### config.mk
export PLATFORM = sky130hd
export DESIGN_NAME = ps2_pkt_ctrl_flat
export DESIGN_NICKNAME = d
export VERILOG_FILES = /design/src/rtl/ps2_pkt_if.sv /design/src/rtl/ps2_pkt_ctrl.sv /design/src/flat_wrapper.sv
export SDC_FILE = /design/constraint.sdc
export NUM_CORES = 1
export LEC_CHECK = 0
export BUFFER_PORTS_ARGS = -buffer_cell sky130_fd_sc_hd__buf_4
export CORE_MARGIN = 1
export CORE_UTILIZATION = 60
export CTS_BUF_LIST = sky130_fd_sc_hd__clkbuf_8
export CTS_CLUSTER_DIAMETER = 100
export CTS_CLUSTER_SIZE = 8
export DETAILED_ROUTE_END_ITERATION = 8
export PLACE_DENSITY = 0.8
export SKIP_CTS_REPAIR_TIMING = 1
export SYNTH_ARGS = -nofsm -noshare
export SYNTH_HDL_FRONTEND = slang
export SYNTH_SLANG_ARGS = --single-unit
### constraint.sdc
create_clock -name clk -period 5.9 [get_ports clk]
set_input_delay 1.18 -clock clk [delete_from_list [all_inputs] [get_ports clk]]
set_output_delay 1.18 -clock clk [all_outputs]
set_load 0.01 [all_outputs]
### src/rtl/ps2_pkt_if.sv
// Byte-in / packet-out signal bundle for ps2_pkt_ctrl.
// The slave modport is the controller; the master modport is the receiver/consumer side.
interface ps2_pkt_if;
    logic        in_valid;
    logic [7:0]  in_byte;
    logic        pkt_valid;
    logic        pkt_ready;
    logic [23:0] pkt_data;
    logic [7:0]  drop_cnt;
    logic        sync_err;
    logic        busy;

    modport master (
        output in_valid, in_byte, pkt_ready,
        input  pkt_valid, pkt_data, drop_cnt, sync_err, busy
    );

    modport slave (
        input  in_valid, in_byte, pkt_ready,
        output pkt_valid, pkt_data, drop_cnt, sync_err, busy
    );
endinterface

### src/rtl/ps2_pkt_ctrl.sv
// PS/2 packet controller: assembles 3-byte mouse packets aligned on the bit-3
// sync marker and buffers them in a small FIFO with a valid/ready output.
// Optional feature macro: PS2_PKT_TIMEOUT_EN (inter-byte timeout abandons a
// stalled partial packet). Without it the assembler waits indefinitely.
module ps2_pkt_ctrl #(
    parameter int unsigned DEPTH          = 4,
    parameter int unsigned TIMEOUT_CYCLES = 50000,
    parameter int unsigned CNT_W          = 16
) (
    input  logic      clk,
    input  logic      reset,
    ps2_pkt_if.slave  bus
);

    localparam int unsigned AW = $clog2(DEPTH);
    localparam int unsigned CW = AW + 1;

    typedef enum logic [1:0] {
        SYNC  = 2'd0,
        BYTE2 = 2'd1,
        BYTE3 = 2'd2
    } state_t;

    state_t      state, state_nxt;
    logic [7:0]  b1, b1_nxt;
    logic [7:0]  b2, b2_nxt;
    logic        push, push_nxt;
    logic [23:0] push_data, push_data_nxt;
    logic        sync_err, sync_err_nxt;

`ifdef PS2_PKT_TIMEOUT_EN
    logic [CNT_W-1:0] tmo_cnt, tmo_cnt_nxt;
`endif

    logic [23:0] mem [DEPTH];
    logic [AW-1:0] rd_ptr, wr_ptr;
    logic [CW-1:0] count;
    logic [7:0]    drop_cnt;
    logic          full, pop, wr_en;

    // Assembler state, latched bytes, registered push request and error pulse.
    always_ff @(posedge clk) begin
        if (reset) begin
            state     <= SYNC;
            b1        <= '0;
            b2        <= '0;
            push      <= 1'b0;
            push_data <= '0;
            sync_err  <= 1'b0;
`ifdef PS2_PKT_TIMEOUT_EN
            tmo_cnt   <= '0;
`endif
        end else begin
            state     <= state_nxt;
            b1        <= b1_nxt;
            b2        <= b2_nxt;
            push      <= push_nxt;
            push_data <= push_data_nxt;
            sync_err  <= sync_err_nxt;
`ifdef PS2_PKT_TIMEOUT_EN
            tmo_cnt   <= tmo_cnt_nxt;
`endif
        end
    end

    // Next-state logic: byte sequencing, sync check and (optionally) the idle timeout.
    always_comb begin
        state_nxt     = state;
        b1_nxt        = b1;
        b2_nxt        = b2;
        push_nxt      = 1'b0;
        push_data_nxt = push_data;
        sync_err_nxt  = 1'b0;
`ifdef PS2_PKT_TIMEOUT_EN
        tmo_cnt_nxt   = '0;
`endif
        case (state)
            SYNC: begin
                if (bus.in_valid) begin
                    if (bus.in_byte[3]) begin
                        b1_nxt    = bus.in_byte;
                        state_nxt = BYTE2;
                    end else begin
                        sync_err_nxt = 1'b1;
                    end
                end
            end
            BYTE2: begin
                if (bus.in_valid) begin
                    b2_nxt    = bus.in_byte;
                    state_nxt = BYTE3;
                end
            end
            BYTE3: begin
                if (bus.in_valid) begin
                    push_nxt      = 1'b1;
                    push_data_nxt = {b1, b2, bus.in_byte};
                    state_nxt     = SYNC;
                end
            end
            default: state_nxt = SYNC;
        endcase
`ifdef PS2_PKT_TIMEOUT_EN
        // Timeout fires on the idle edge that would bring the count to TIMEOUT_CYCLES.
        if (state != SYNC && !bus.in_valid) begin
            if (tmo_cnt == CNT_W'(TIMEOUT_CYCLES - 1)) begin
                state_nxt    = SYNC;
                sync_err_nxt = 1'b1;
                tmo_cnt_nxt  = '0;
            end else begin
                tmo_cnt_nxt = tmo_cnt + 1'b1;
            end
        end
`endif
    end

    assign full  = (count == CW'(DEPTH));
    assign pop   = bus.pkt_valid && bus.pkt_ready;
    // A full FIFO still accepts a push when the head is popped on the same edge.
    assign wr_en = push && (!full || pop);

    // Packet storage; contents need no reset because occupancy gates visibility.
    always_ff @(posedge clk) begin
        if (wr_en) begin
            mem[wr_ptr] <= push_data;
        end
    end

    // FIFO pointers, occupancy and saturating drop counter.
    always_ff @(posedge clk) begin
        if (reset) begin
            rd_ptr   <= '0;
            wr_ptr   <= '0;
            count    <= '0;
            drop_cnt <= '0;
        end else begin
            if (wr_en) begin
                wr_ptr <= wr_ptr + 1'b1;
            end
            if (pop) begin
                rd_ptr <= rd_ptr + 1'b1;
            end
            if (wr_en && !pop) begin
                count <= count + 1'b1;
            end else if (!wr_en && pop) begin
                count <= count - 1'b1;
            end
            if (push && full && !pop && drop_cnt != '1) begin
                drop_cnt <= drop_cnt + 1'b1;
            end
        end
    end

    assign bus.pkt_valid = (count != '0);
    assign bus.pkt_data  = bus.pkt_valid ? mem[rd_ptr] : '0;
    assign bus.drop_cnt  = drop_cnt;
    assign bus.sync_err  = sync_err;
    assign bus.busy      = (state != SYNC);

endmodule

### src/flat_wrapper.sv
// flat-port wrapper written by rule: the top's interface ports become plain ports
module ps2_pkt_ctrl_flat 
#(
    parameter int unsigned DEPTH          = 4,
    parameter int unsigned TIMEOUT_CYCLES = 50000,
    parameter int unsigned CNT_W          = 16
)
  (clk, reset, bus_in_valid, bus_in_byte, bus_pkt_ready, bus_pkt_valid, bus_pkt_data, bus_drop_cnt, bus_sync_err, bus_busy);
  ps2_pkt_if bus_i ();
  input  logic clk;
  input  logic reset;
  input wire logic [$bits(bus_i.in_valid)-1:0] bus_in_valid;
  input wire logic [$bits(bus_i.in_byte)-1:0] bus_in_byte;
  input wire logic [$bits(bus_i.pkt_ready)-1:0] bus_pkt_ready;
  output wire logic [$bits(bus_i.pkt_valid)-1:0] bus_pkt_valid;
  output wire logic [$bits(bus_i.pkt_data)-1:0] bus_pkt_data;
  output wire logic [$bits(bus_i.drop_cnt)-1:0] bus_drop_cnt;
  output wire logic [$bits(bus_i.sync_err)-1:0] bus_sync_err;
  output wire logic [$bits(bus_i.busy)-1:0] bus_busy;
  assign bus_i.in_valid = bus_in_valid;
  assign bus_i.in_byte = bus_in_byte;
  assign bus_i.pkt_ready = bus_pkt_ready;
  assign bus_pkt_valid = bus_i.pkt_valid;
  assign bus_pkt_data = bus_i.pkt_data;
  assign bus_drop_cnt = bus_i.drop_cnt;
  assign bus_sync_err = bus_i.sync_err;
  assign bus_busy = bus_i.busy;
  ps2_pkt_ctrl #(.DEPTH(DEPTH), .TIMEOUT_CYCLES(TIMEOUT_CYCLES), .CNT_W(CNT_W)) u_core (.clk(clk), .reset(reset), .bus(bus_i));
endmodule
# Word level (Yosys, flattened, before mapping)
# Memory sizes are Yosys's and may differ from the RTL's. A register that Yosys moved wholly into a read port is not among the register bits.
# Cells that the tools add are included.
# Widths: inputs -> output; s select.
[totals] n_memories=1 mem_bits_rw=96 regBits=59 output_inout_bits=35
[mem_list] name="u_core.mem" words=4 word_bits=24 read_ports=1 rd_ports_with_merged_regs=1 write_ports=1 line_no="ps2_pkt_ctrl.sv:35" source="logic [23:0] mem [DEPTH];"
[classes] n_reduce_logical=21 add_sub_neg=5 bitwise=3 eq_ne=8 mux=14
[op_table] op="$mux 24" n=1
[op_table] op="$mux 2" n=6
[op_table] op="$add 8x1->8 const B" n=1
[op_table] op="$ne 2x2->1 const B" n=4
[op_table] op="$ne 8x8->1 const B" n=1
[op_table] op="$logic_and 1x1->1" n=7
[op_table] op="$mux 3" n=2
[op_table] op="$pmux 2 s3" n=1
[op_table] op="$add 2x1->2 const B" n=2
[op_table] op="$mux 1" n=4
[op_table] op="$reduce_and 2->1" n=2
[op_table] op="$reduce_and 4->1" n=1
[op_table] op="$reduce_bool 2->1" n=2
[op_table] op="$add 3x1->3 const B" n=1
[op_table] op="$eq 3x3->1 const B" n=1
[op_table] op="$logic_not 1->1" n=3
[op_table] op="$not 1->1" n=3
[op_table] op="$reduce_and 3->1" n=1
[op_table] op="$reduce_bool 3->1" n=1
[op_table] op="$reduce_or 3->1" n=1
[op_table] op="$sub 3x1->3 const B" n=1
[op_table] op="$eq 2x1->1 const B" n=1
[op_table] op="$eq 2x2->1 const B" n=1
[op_table] op="$logic_not 2->1" n=1
[op_table] op="other kinds (2)" n=2

# Depth between registers and ports, before layout
# Gate-level depths: netlist (run 1).
[depth] word_depth=8 depth_mapped=9

# Least setup slack after synthesis (run 1)
# No wires, ideal clock.
[synth_path] path_type="input -> register" startpoint="input port bus_pkt_ready" endpoint="register u_core.count[2]" path_buffers=1 path_slack_ns=3.019 setup_time_ns=0.070 path_stages=9 arrival_ns=2.811 required_ns=5.830 path_cell_list="nor4b_4 and2b_2 clkbuf_1 ha_1 inv_1 fa_1 xor2_1 or3_1 a21oi_1"
[synth_via] elab_chain_len=6 elab_cells_between_ends=9 cone_classes="mux: 1; reduce/logical: 8"
[synth_lines] item="from (decl)" line_no="flat_wrapper.sv:14" source="input wire logic [$bits(bus_i.pkt_ready)-1:0] bus_pkt_ready;"
[synth_lines] item="$logic_and 1x1->1 *" line_no="ps2_pkt_ctrl.sv:118" source="assign pop = bus.pkt_valid && bus.pkt_ready;"
[synth_lines] item="$logic_or 1x1->1 *" line_no="ps2_pkt_ctrl.sv:120" source="assign wr_en = push && (!full || pop);"
[synth_lines] item="$logic_and 1x1->1 *" line_no="ps2_pkt_ctrl.sv:120"
[synth_lines] item="net u_core.wr_en" line_no="ps2_pkt_ctrl.sv:39" source="logic full, pop, wr_en;"
[synth_lines] item="$logic_not 1->1" line_no="ps2_pkt_ctrl.sv:145" source="end else if (!wr_en && pop) begin"
[synth_lines] item="$logic_and 1x1->1" line_no="ps2_pkt_ctrl.sv:145"
[synth_lines] item="$reduce_bool 2->1 (no source line)"
[synth_lines] item="to (signal assigned)" line_no="ps2_pkt_ctrl.sv:144" source="count <= count + 1'b1;"
[synth_lines] item="to (signal assigned)" line_no="ps2_pkt_ctrl.sv:146" source="count <= count - 1'b1;"
[synth_lines] item="to (decl)" line_no="ps2_pkt_ctrl.sv:37" source="logic [CW-1:0] count;"
# Mark *: on every way through the listed nets, which the timed path passes. The rest lies on a longest branch.
# A chain may end at the register's enable or synchronous reset.

==> tab_implementation.tex, run 1 <==
\begin{tabular}{lr}
\hline
Metric & Value \\
\hline
\multicolumn{2}{l}{\textbf{Critical path}} \\
R2R Setup Slk & 3260 ps \\
Required time worst endpoint & 4720 ps \\
Start of the worst register-to-register path & u\_core.count[0] \\
Crit path max fanout & 24 \\
Category of the worst setup path capture point & output port \\
Worst R2R End & u\_core.count[2] \\
Kind of start point of the critical path & register \\
Critical path start-end classification & reg -> out \\
Length in cells of the worst reg-to-reg path & 8 \\
Data arrival time of the worst path & 2070 ps \\
\multicolumn{2}{l}{\textbf{Timing}} \\
Number of hold violations in the final report & 0 \\
Number of pins with negative max-slew slack in the final report & 0 \\
Transition time at the pin with the least slew margin & 902 ps \\
Final hold slack & roughly 460 ps \\
Unrepaired setup endpoints after global routing & no \\
Worst slew margin relative to its limit & 39.7\% \\
Time the worst path needs with I/O delays and setup & around 3200 ps \\
Setup total negative slack & 0 ps \\
Setup violators final & 0 \\
Clk\_skew & 6.13 ps \\
Fmax achieved & 308 MHz \\
Share of the clock period used by the worst path after layout & between 50\% and 60\% \\
\multicolumn{2}{l}{\textbf{Clock network}} \\
Sink Count & 157 \\
Skew-Pair Late Insertion Delay & 430 ps \\
Clock slew at the register clock pins of the worst setup and hold paths & 80 ps \\
Clock tree from TritonCTS & done \\
Clock Tree Buf Depth & 2 \\
Root buffer selected by CTS & sky130\_fd\_sc\_hd\_\_clkbuf\_8 \\
Inserted Clock Buffers & 17 \\
H-Tree Depth & 4 \\
\multicolumn{2}{l}{\textbf{Run}} \\
Number of maximum-capacitance violations & 0 \\
\multicolumn{2}{l}{\textbf{Placement}} \\
Half-perimeter wire length after placement & 6140 um \\
Final estimated routing congestion in global placement & 0.737 \\
IO buf count & 46 \\
Inst Count DP & 583 \\
\multicolumn{2}{l}{\textbf{Synth}} \\
Register area share after synthesis & 68.4\% \\
Yosys synthesis warning count & 0 \\
Synth Net Count & 441 \\
Synthesized flop and latch total & about 160 \\
Count of distinct cell types in the synthesized netlist & 35 \\
Number of synthesized flops with an enable pin & 96 \\
FFs w/ async S/R, synth & 0\% \\
Post-synthesis cell area & between 5000 and 6000 um\^{}2 \\
Syn Area/Cell & 14.2 um\^{}2 \\
Gate count of the mapped netlist & 422 \\
Most instantiated flip-flop cell in the synthesis netlist & sky130\_fd\_sc\_hd\_\_edfxtp\_1 \\
\multicolumn{2}{l}{\textbf{GRT}} \\
Antenna violations before repair & 0 \\
Global-route wire length before repair & about 16000 um \\
Total routing resource utilization after global routing & 21.8\% \\
Largest net degree at the start of global routing & 62 \\
GR Overflow Total & 0 \\
Vias in the first global route & 3294 \\
\multicolumn{2}{l}{\textbf{Min path}} \\
Hold Path Sink & u\_core.push\_data[8] \\
Worst hold stages & 2 \\
Startpoint of the lowest-slack hold path & u\_core.b2[0] \\
Worst hold path type & reg -> reg \\
\multicolumn{2}{l}{\textbf{Power and ir drop}} \\
Leakage power summed over all cells & 2.46 nW \\
Maximum vdd drop & between 0.0003 and 0.0004 V \\
Pwr/cell area & 387 nW/um\^{}2 \\
Design Power & 2.64 mW \\
\multicolumn{2}{l}{\textbf{Detailed routing}} \\
Remaining design rule violation count & 0 \\
Vias per std cell & 5.48 \\
Routed wirelength normalized by instance count & 16.5 um \\
Number of DRC markers after the initial detailed-route iteration & 149 \\
Pre-antenna DRT Iters & 4 \\
Overall via count from detail\_route & 3372 \\
Routed wire length & 10200 um \\
Residual antenna-violating net count after detailed routing & 0 \\
\multicolumn{2}{l}{\textbf{Layout}} \\
Fraction of layout instances using a drive strength above 1 & 23.4\% \\
Number of inserted diodes & 0 \\
Core utilization of the finished layout & roughly 70\% \\
Count of filler cells inserted in the layout & 688 \\
Area added between synthesis and finish & 13.8\% \\
Leading cell types in the layout, fill and taps excluded & 96 x sky130\_fd\_sc\_hd\_\_edfxtp\_1, 61 x sky130\_fd\_sc\_hd\_\_dfxtp\_1, 55 x sky130\_fd\_sc\_hd\_\_nand2\_1, 52 x sky130\_fd\_sc\_hd\_\_buf\_4, 33 x sky130\_fd\_sc\_hd\_\_a21oi\_1 \\
Leading cell type in the layout, fill and taps excluded & sky130\_fd\_sc\_hd\_\_edfxtp\_1 \\
Number of nets in the layout & 488 \\
Number of standard cells in the layout, taps in and fillers out & 615 \\
\multicolumn{2}{l}{\textbf{Status}} \\
Outcome & completed \\
\multicolumn{2}{l}{\textbf{Die}} \\
Die Y & 102 um \\
Initial core utilization & 61.6\% \\
Core Region & 9730 um\^{}2 \\
Die area & 10400 um\^{}2 \\
Overall die width & 102 um \\
Count of standard-cell rows & 36 \\
I/O pin count & 47 \\
\hline
\end{tabular}
## Yosys cell counts, types with 2 or more instances
library cell / n / share of area [%]
sky130_fd_sc_hd__edfxtp_1: 96 / 48
sky130_fd_sc_hd__dfxtp_1: 61 / 20
sky130_fd_sc_hd__nand2_1: 55 / 3.4
sky130_fd_sc_hd__a21oi_1: 33 / 2.8
sky130_fd_sc_hd__nor2_1: 30 / 1.9
sky130_fd_sc_hd__and2_1: 29 / 3.0
sky130_fd_sc_hd__mux4_2: 24 / 9.0
sky130_fd_sc_hd__mux2i_1: 17 / 2.8
sky130_fd_sc_hd__clkbuf_1: 16 / 1.0
sky130_fd_sc_hd__buf_2: 7 / 0.58
sky130_fd_sc_hd__ha_1: 6 / 1.3
sky130_fd_sc_hd__inv_1: 5 / 0.31
sky130_fd_sc_hd__nand3_1: 4 / 0.33
sky130_fd_sc_hd__xor2_1: 4 / 0.58
sky130_fd_sc_hd__nor2b_1: 3 / 0.31
sky130_fd_sc_hd__nor3_1: 3 / 0.25
sky130_fd_sc_hd__o21ai_0: 3 / 0.25
sky130_fd_sc_hd__o31ai_1: 3 / 0.38
sky130_fd_sc_hd__or3_2: 3 / 0.38
sky130_fd_sc_hd__a311oi_1: 2 / 0.29
sky130_fd_sc_hd__and3_1: 2 / 0.21
sky130_fd_sc_hd__nand3b_1: 2 / 0.25
sky130_fd_sc_hd__or4_1: 2 / 0.25
## through the flow
step                      setup slack (ps)  cell area, um^2
after floorplan                       3020             6000
after global placement                3030             6450
after detailed placement              2950             6450
after CTS                             2590             6830
after global routing                  2520             6830
final                                 2650             6830
## state kept, by name (all words and copies together) (netlist names), named ones only
name                 count
u_core.push_data        24
u_core.push              1
u_core.bus.drop_cnt      8
u_core.state             2
u_core.b2                8
u_core.mem              96
u_core.b1                8
u_core.rd_ptr            2
u_core.wr_ptr            2
u_core.bus.sync_err      1
u_core.count             3
## area by class of cell
cell class | count | area, um^2 | area share, %
Multi-Input combinational cell | 236 | 1780 | 26.0
Sequential cell | 157 | 4100 | 60.1
Timing Repair Buffer | 52 | 390 | 5.72
Clock inverter | 13 | 110 | 1.61
Clock buffer | 19 | 262 | 3.83
Tap cell | 133 | 166 | 2.44
Inverter | 5 | 18.8 | 0.275
## critical path, stage by stage (launching register included)
cell and delay [ps]:
sky130_fd_sc_hd__dfxtp_1 320, sky130_fd_sc_hd__buf_4 420, sky130_fd_sc_hd__mux4_2 590, sky130_fd_sc_hd__and2_1 170, sky130_fd_sc_hd__buf_4 130
## cell families (layout without fill, tap and decap cells)
group                      after synthesis  in the layout  synth area share, %
muxes                                   42             42                 12.0
DFF                                    157            157                 68.4
buffers and inverters                   29             89                 1.96
adders and majority gates                7              7                 1.59
xor gates and xnor gates                 5              5                0.730
AOI/OAI and AO/OA                       42             42                 3.78
and+or+nand+nor                        140            140                 11.5
## power by group
group	leakage, nW	switching (mW)	internal, mW	total, mW
registers	1.42	0.0241	1.18	1.20
logic	0.829	0.333	0.372	0.705
clock network	0.214	0.349	0.387	0.736
## routing by layer
metal | global-route usage, % | wire, um | vias to the layer above | part of all wire, %
li1 | - | - | 1617 | -
met1 | 25.8 | 4170 | 1668 | 41
met2 | 37.1 | 5350 | 70 | 53
met3 | 6.09 | 458 | 17 | 4.5
met4 | 10.0 | 187 | 0 | 1.8
met5 | 0 | 0 | - | 0
## worst max path at each step
stage	startpoint	end	slack [ps]	cells past startpoint
after floorplan	bus_pkt_ready	u_core.count[2]	3020	9
after global placement	bus_pkt_ready	u_core.count[2]	3030	9
after detailed placement	bus_pkt_ready	u_core.count[2]	2950	9
after CTS	register	bus_pkt_data[10]	2590	4
after global routing	register	bus_pkt_data[10]	2520	4
final	register	bus_pkt_data[10]	2650	4
(Power assumes the default switching activity.)
==> run 2: changes to the inputs <==
--- a/config.mk
+++ b/config.mk
@@ -7,12 +7,12 @@
 export LEC_CHECK = 0
 export BUFFER_PORTS_ARGS = -buffer_cell sky130_fd_sc_hd__buf_4
 export CORE_MARGIN = 1
-export CORE_UTILIZATION = 60
+export CORE_UTILIZATION = 56
 export CTS_BUF_LIST = sky130_fd_sc_hd__clkbuf_8
 export CTS_CLUSTER_DIAMETER = 100
 export CTS_CLUSTER_SIZE = 8
 export DETAILED_ROUTE_END_ITERATION = 8
-export PLACE_DENSITY = 0.8
+export PLACE_DENSITY = 0.78
 export SKIP_CTS_REPAIR_TIMING = 1
 export SYNTH_ARGS = -nofsm -noshare
 export SYNTH_HDL_FRONTEND = slang
==> constraint.sdc (replaced) <==
create_clock -name clk -period 2.9 [get_ports clk]
set_input_delay 0.58 -clock clk [delete_from_list [all_inputs] [get_ports clk]]
set_output_delay 0.58 -clock clk [all_outputs]
set_load 0.01 [all_outputs]
==> tab_implementation.tex, run 2 (synthesized netlist as in run 1, its figures left out) <==
\begin{tabular}{lr}
\hline
Metric & Value \\
\hline
\multicolumn{2}{l}{\textbf{Status}} \\
Outcome & completed \\
\multicolumn{2}{l}{\textbf{Die}} \\
I/O pin count & 47 (unchanged) \\
Count of standard-cell rows & 37 (+2.8\%) \\
Initial core utilization & 57.8\% (-3.8 points) \\
Die Y & 105 um (+3.4\%) \\
Die area & 11100 um\^{}2 (+7.0\%) \\
Core Region & 10400 um\^{}2 (+6.6\%) \\
Overall die width & 105 um (+3.4\%) \\
\multicolumn{2}{l}{\textbf{Critical path}} \\
Length in cells of the worst reg-to-reg path & 8 (unchanged) \\
Worst R2R End & u\_core.count[2] \\
Critical path's largest stage delay & 540 ps (-50 ps) \\
CP Cell Sequence & buf\_12 -> mux4\_2 -> and2\_1 -> buf\_4 \\
Category of the worst setup path capture point & output port \\
Start of the worst register-to-register path & u\_core.count[0] \\
Crit path max fanout & 24 (unchanged) \\
Data arrival time of the worst path & 1890 ps (-180 ps) \\
Required time worst endpoint & 2320 ps (-2400 ps) \\
Kind of start point of the critical path & register \\
Critical path start-end classification & reg -> out \\
Slowest cell on crit path & sky130\_fd\_sc\_hd\_\_mux4\_2 \\
R2R Setup Slk & 570 ps (-2690 ps) \\
Worst setup endpoint & bus\_pkt\_data[17] \\
\multicolumn{2}{l}{\textbf{Layout}} \\
Largest reg by FF count & u\_core.mem \\
Number of flip-flops in the largest register & 96 (unchanged) \\
Number of inserted diodes & 0 (unchanged) \\
Registers with the most flip-flops & u\_core.mem: 96 flops, u\_core.push\_data: 24 flops \\
Fraction of layout instances using a drive strength above 1 & 23.6\% (+0.11 points) \\
Leading cell type in the layout, fill and taps excluded & sky130\_fd\_sc\_hd\_\_edfxtp\_1 \\
Core utilization of the finished layout & 66.7\% (-3.5 points) \\
Leading cell types in the layout, fill and taps excluded & 96 x sky130\_fd\_sc\_hd\_\_edfxtp\_1, 61 x sky130\_fd\_sc\_hd\_\_dfxtp\_1, 55 x sky130\_fd\_sc\_hd\_\_nand2\_1, 53 x sky130\_fd\_sc\_hd\_\_buf\_4, 33 x sky130\_fd\_sc\_hd\_\_a21oi\_1 \\
Number of nets in the layout & 490 (+0.41\%) \\
Area added between synthesis and finish & 15.3\% \\
\multicolumn{2}{l}{\textbf{Detailed routing}} \\
Met2 Wirelength & 5390 um (+0.65\%) \\
Amount of wire on met3 after detailed routing & 516 um (+13\%) \\
Routed wirelength normalized by instance count & 16.8 um (+1.4\%) \\
Number of DRC markers after the initial detailed-route iteration & 225 (+51\%) \\
Top routing layer used & met4 \\
Overall via count from detail\_route & 3389 (+0.50\%) \\
Pre-antenna DRT Iters & 5 (+1) \\
Remaining design rule violation count & 0 (unchanged) \\
Residual antenna-violating net count after detailed routing & 0 (unchanged) \\
Routed wire length & 10400 um (+2.2\%) \\
DRT met1 WL & 4360 um (+4.4\%) \\
Vias per std cell & 5.47 (-0.31\%) \\
\multicolumn{2}{l}{\textbf{Timing}} \\
Number of pins with negative max-slew slack in the final report & 0 (unchanged) \\
Unrepaired setup endpoints after global routing & no \\
Fmax achieved & 404 MHz \\
Time the worst path needs with I/O delays and setup & approximately 2500 ps \\
Number of hold violations in the final report & 0 (unchanged) \\
Clk\_skew & 12.5 ps (+6.34 ps) \\
Final hold slack & 348 ps (-111 ps) \\
Setup total negative slack & 0 ps (unchanged) \\
Transition time at the pin with the least slew margin & 941 ps (+38.5 ps) \\
Share of the clock period used by the worst path after layout & between 80\% and 90\% \\
Setup violators final & 0 (unchanged) \\
Worst slew margin relative to its limit & 37.1\% (-2.6 points) \\
\multicolumn{2}{l}{\textbf{GRT}} \\
Total routing resource utilization after global routing & 20.8\% (-1.0 points) \\
Vias in the first global route & 3455 (+4.9\%) \\
Largest net degree at the start of global routing & 62 (unchanged) \\
Global-route wire length before repair & 17000 um (+4.1\%) \\
Antenna violations before repair & 0 (unchanged) \\
GR Overflow Total & 0 (unchanged) \\
\multicolumn{2}{l}{\textbf{Min path}} \\
Startpoint of the lowest-slack hold path & bus\_in\_byte[3] \\
Worst hold path type & in -> reg \\
Worst hold stages & 2 (unchanged) \\
\multicolumn{2}{l}{\textbf{Clock network}} \\
Sink Count & 157 (unchanged) \\
Skew-Pair Late Insertion Delay & 440 ps (about the same) \\
Root buffer selected by CTS & sky130\_fd\_sc\_hd\_\_clkbuf\_8 \\
Clock slew at the register clock pins of the worst setup and hold paths & 70 ps (about the same) \\
H-Tree Depth & 4 (unchanged) \\
Inserted Clock Buffers & 17 (unchanged) \\
Clock tree from TritonCTS & done \\
Clock Tree Buf Depth & 2 (unchanged) \\
\multicolumn{2}{l}{\textbf{Placement}} \\
Half-perimeter wire length after placement & 6190 um (+0.80\%) \\
Final estimated routing congestion in global placement & 0.737 (+0.12\%) \\
IO buf count & 46 (unchanged) \\
\multicolumn{2}{l}{\textbf{Run}} \\
Number of maximum-capacitance violations & 0 (unchanged) \\
\multicolumn{2}{l}{\textbf{Power and ir drop}} \\
Pwr/cell area & 815 nW/um\^{}2 (+110\%) \\
Maximum vdd drop & 0.000832 V (+160\%) \\
Leakage power summed over all cells & 2.50 nW (+1.6\%) \\
\hline
\end{tabular}
[run 2: cell count changes in the layout (fill, tap and decap cells not counted), sizes merged]
cell and delta:
clkinv -5, bufinv +2, buf +2, inv +2
clkbuf +1
[run 2: layer usage]
layer	up-vias	track usage, %
li1	1627	-
met1	1663	24.7
met2	88	34.8
met3	11	5.07
met4	0	11.3
met5	-	0
[run 2: report_power, final]
part / internal (mW) / total [mW] / switching [mW]
Sequential: 2.39 / 2.44 / 0.0498
Clock: 0.989 / 1.71 / 0.722
Combinational: 0.795 / 1.48 / 0.688
Total: 4.18 / 5.64 / 1.46
[run 2: per-stage QoR]
stage / worst slack, ps / instance area, um^2 / power [mW] / cells
floorplan: 586 / 6000 / 3.35 / 422
global placement: 611 / 6490 / 3.98 / 588
detailed placement: 501 / 6490 / 4.01 / 588
CTS: 376 / 6920 / 5.70 / 620
global route: 308 / 6920 / 5.91 / 620
finish: 426 / 6920 / 5.64 / 620
[run 2: how the worst min path moves through the flow]
stage,to,slack [ps]
floorplan,u_core.push_data[16],430
global placement,u_core.push_data[21],440
detailed placement,u_core.push_data[19],450
CTS,u_core.bus.sync_err,320
global route,u_core.bus.sync_err,330
finish,u_core.bus.sync_err,350
[run 2: critical path, delay by kind of cell, from the launching register on]
family | cells | cell delay, ps
mux | 1 | 540
simple gates | 1 | 170
buf+inv | 2 | 370
flops | 1 | 360
[run 2: area by class of cell]
class	count	area, um^2
sequential	157	4100
clock buffer	20	275
clock inverter	12	155
multi-input combinational	236	1780
inverter	5	18.8
timing repair buffer	54	418
fill	759	3450
tap	136	170
==> run 3: changes to the inputs <==
--- a/config.mk
+++ b/config.mk
@@ -13,6 +13,7 @@
 export CTS_CLUSTER_SIZE = 8
 export DETAILED_ROUTE_END_ITERATION = 8
 export PLACE_DENSITY = 0.78
+export REMOVE_ABC_BUFFERS = 1
 export SKIP_CTS_REPAIR_TIMING = 1
 export SYNTH_ARGS = -nofsm -noshare
 export SYNTH_HDL_FRONTEND = slang
==> tab_implementation.tex, run 3 (synthesized netlist as in run 1, its figures left out) <==
\begin{tabular}{lr}
\hline
Metric & Value \\
\hline
\multicolumn{2}{l}{\textbf{Detailed routing}} \\
Routed wirelength normalized by instance count & 16.6 um (-0.86\%) \\
Number of DRC markers after the initial detailed-route iteration & 147 (-35\%) \\
Residual antenna-violating net count after detailed routing & 0 (unchanged) \\
Vias per std cell & 5.43 (-0.59\%) \\
Pre-antenna DRT Iters & 4 (-1) \\
Overall via count from detail\_route & 3369 (-0.59\%) \\
Routed wire length & 10300 um (-0.86\%) \\
Remaining design rule violation count & 0 (unchanged) \\
\multicolumn{2}{l}{\textbf{Layout}} \\
Leading cell types in the layout, fill and taps excluded & 96 x sky130\_fd\_sc\_hd\_\_edfxtp\_1, 61 x sky130\_fd\_sc\_hd\_\_dfxtp\_1, 55 x sky130\_fd\_sc\_hd\_\_nand2\_1, 54 x sky130\_fd\_sc\_hd\_\_buf\_4, 33 x sky130\_fd\_sc\_hd\_\_a21oi\_1 \\
Largest reg by FF count & u\_core.mem \\
Number of nets in the layout & 490 (unchanged) \\
Area added between synthesis and finish & 14.1\% \\
Fraction of layout instances using a drive strength above 1 & 23.6\% (unchanged) \\
Number of flip-flops in the largest register & 96 (unchanged) \\
Number of inserted diodes & 0 (unchanged) \\
Registers with the most flip-flops & u\_core.mem: 96 flops, u\_core.push\_data: 24 flops \\
Leading cell type in the layout, fill and taps excluded & sky130\_fd\_sc\_hd\_\_edfxtp\_1 \\
\multicolumn{2}{l}{\textbf{Critical path}} \\
Most frequent cell on the critical path & sky130\_fd\_sc\_hd\_\_buf\_4 \\
Slowest cell on crit path & sky130\_fd\_sc\_hd\_\_mux4\_2 \\
Category of the worst setup path capture point & output port \\
Crit path max fanout & 24 (unchanged) \\
Critical path's largest stage delay & 580 ps (+40 ps) \\
Data arrival time of the worst path & 2060 ps (+170 ps) \\
CP Cell Sequence & buf\_4 -> mux4\_2 -> and2\_1 -> buf\_4 \\
R2R Setup Slk & 510 ps (-60 ps) \\
Required time worst endpoint & 2320 ps (about the same) \\
Critical path start-end classification & reg -> out \\
Kind of start point of the critical path & register \\
\multicolumn{2}{l}{\textbf{Timing}} \\
Share of the clock period used by the worst path after layout & 90.9\% (+5.6 points) \\
Clk\_skew & 11.5 ps (-1.02 ps) \\
Setup total negative slack & 0 ps (unchanged) \\
Number of hold violations in the final report & 0 (unchanged) \\
Number of pins with negative max-slew slack in the final report & 0 (unchanged) \\
Unrepaired setup endpoints after global routing & no \\
Setup violators final & 0 (unchanged) \\
Worst slew margin relative to its limit & 39.0\% (+1.9 points) \\
Fmax achieved & 379 MHz (-6.2\%) \\
Time the worst path needs with I/O delays and setup & 2640 ps (+162 ps) \\
Transition time at the pin with the least slew margin & 913 ps (-28.3 ps) \\
\multicolumn{2}{l}{\textbf{Die}} \\
Die area & 11100 um\^{}2 (unchanged) \\
Initial core utilization & 57.8\% (unchanged) \\
Overall die width & 105 um (unchanged) \\
Count of standard-cell rows & 37 (unchanged) \\
Die Y & 105 um (unchanged) \\
I/O pin count & 47 (unchanged) \\
Core Region & 10400 um\^{}2 (unchanged) \\
\multicolumn{2}{l}{\textbf{GRT}} \\
Largest net degree at the start of global routing & 62 (unchanged) \\
Global Route met3 Usage & 5.63\% (+0.56 points) \\
GR Overflow Total & 0 (unchanged) \\
Met2 Use GR & 34.0\% (-0.85 points) \\
Vias in the first global route & 3344 (-3.2\%) \\
Layer with the highest usage after global routing & met2 \\
Global-route wire length before repair & 16500 um (-2.7\%) \\
Antenna violations before repair & 0 (unchanged) \\
Met1 demand-to-capacity share in global routing & 24.7\% (about the same) \\
Total routing resource utilization after global routing & 20.1\% (-0.67 points) \\
\multicolumn{2}{l}{\textbf{Status}} \\
Outcome & completed \\
\multicolumn{2}{l}{\textbf{Clock network}} \\
Clock Tree Buf Depth & 2 (unchanged) \\
Clock tree from TritonCTS & done \\
Inserted Clock Buffers & 17 (unchanged) \\
H-Tree Depth & 4 (unchanged) \\
Sink Count & 157 (unchanged) \\
Clock slew at the register clock pins of the worst setup and hold paths & 80 ps (about the same) \\
Skew-Pair Late Insertion Delay & 430 ps (about the same) \\
Root buffer selected by CTS & sky130\_fd\_sc\_hd\_\_clkbuf\_8 \\
\multicolumn{2}{l}{\textbf{Min path}} \\
Worst hold path type & in -> reg \\
\multicolumn{2}{l}{\textbf{Power and ir drop}} \\
Design Power & 5.42 mW (-3.9\%) \\
Maximum vdd drop & 0.000431 V (-48\%) \\
Pwr/cell area & 792 nW/um\^{}2 (-2.9\%) \\
Leakage power summed over all cells & 2.44 nW (-2.2\%) \\
\multicolumn{2}{l}{\textbf{Placement}} \\
Half-perimeter wire length after placement & 6050 um (-2.3\%) \\
IO buf count & 46 (unchanged) \\
Final estimated routing congestion in global placement & 0.693 (-6.1\%) \\
\multicolumn{2}{l}{\textbf{Run}} \\
Number of maximum-capacitance violations & 0 (unchanged) \\
\hline
\end{tabular}
==> run 3: path summary, 6_finish.rpt <==
path / from / end / depth (start not counted)
hold reg to reg: u_core.b2[3] / u_core.push_data[11] / 2
setup reg to reg: u_core.count[0] / u_core.count[2] / 8
setup / recovery: register / bus_pkt_data[11] / 4
hold / removal: bus_in_byte[3] / u_core.bus.sync_err / 2
==> run 3: critical path: cells and delay by family, from the launching register on <==
kind                   cells  cell delay [ps]
buffers and inverters      2              570
DFF                        1              310
muxes                      1              580
and+or+nand+nor            1              170
==> run 3: power breakdown <==
| part | switching (mW) | internal, mW | leakage [nW] |
|---|---|---|---|
| combinational | 0.697 | 0.778 | 0.840 |
| sequential | 0.0495 | 2.39 | 1.42 |
| clock | 0.752 | 0.747 | 0.186 |
==> run 3: per-stage QoR <==
| stage | worst slack, ps | instances | utilization, % | area [um^2] | hold WS, ps |
|---|---|---|---|---|---|
| after floorplan | 367 | 398 | - | 5900 | 425 |
| after detailed placement | 419 | 588 | 62.4 | 6470 | 444 |
| after CTS | 202 | 620 | 66.0 | 6840 | 317 |
| after global routing | 100 | 620 | 66.0 | 6840 | 327 |
| final | 264 | 620 | 66.0 | 6840 | 346 |
| after global placement | 617 | 588 | 62.4 | 6470 | 438 |
==> run 3: cell type report <==
cell class	instances	area [um^2]
Sequential cell	157	4100
Multi-Input combinational cell	236	1780
Clock buffer	17	234
Fill cell	773	3530
Clock inverter	15	135
Inverter	5	18.8
Tap cell	136	170
Timing Repair Buffer	54	405
==> run 3: per-layer routing <==
metal | part of all wire, % | vias to the layer above
met1 | 44 | 1656
met3 | 4.0 | 9
li1 | - | 1621
met5 | 0 | -
met4 | 0.83 | 0
met2 | 51 | 83
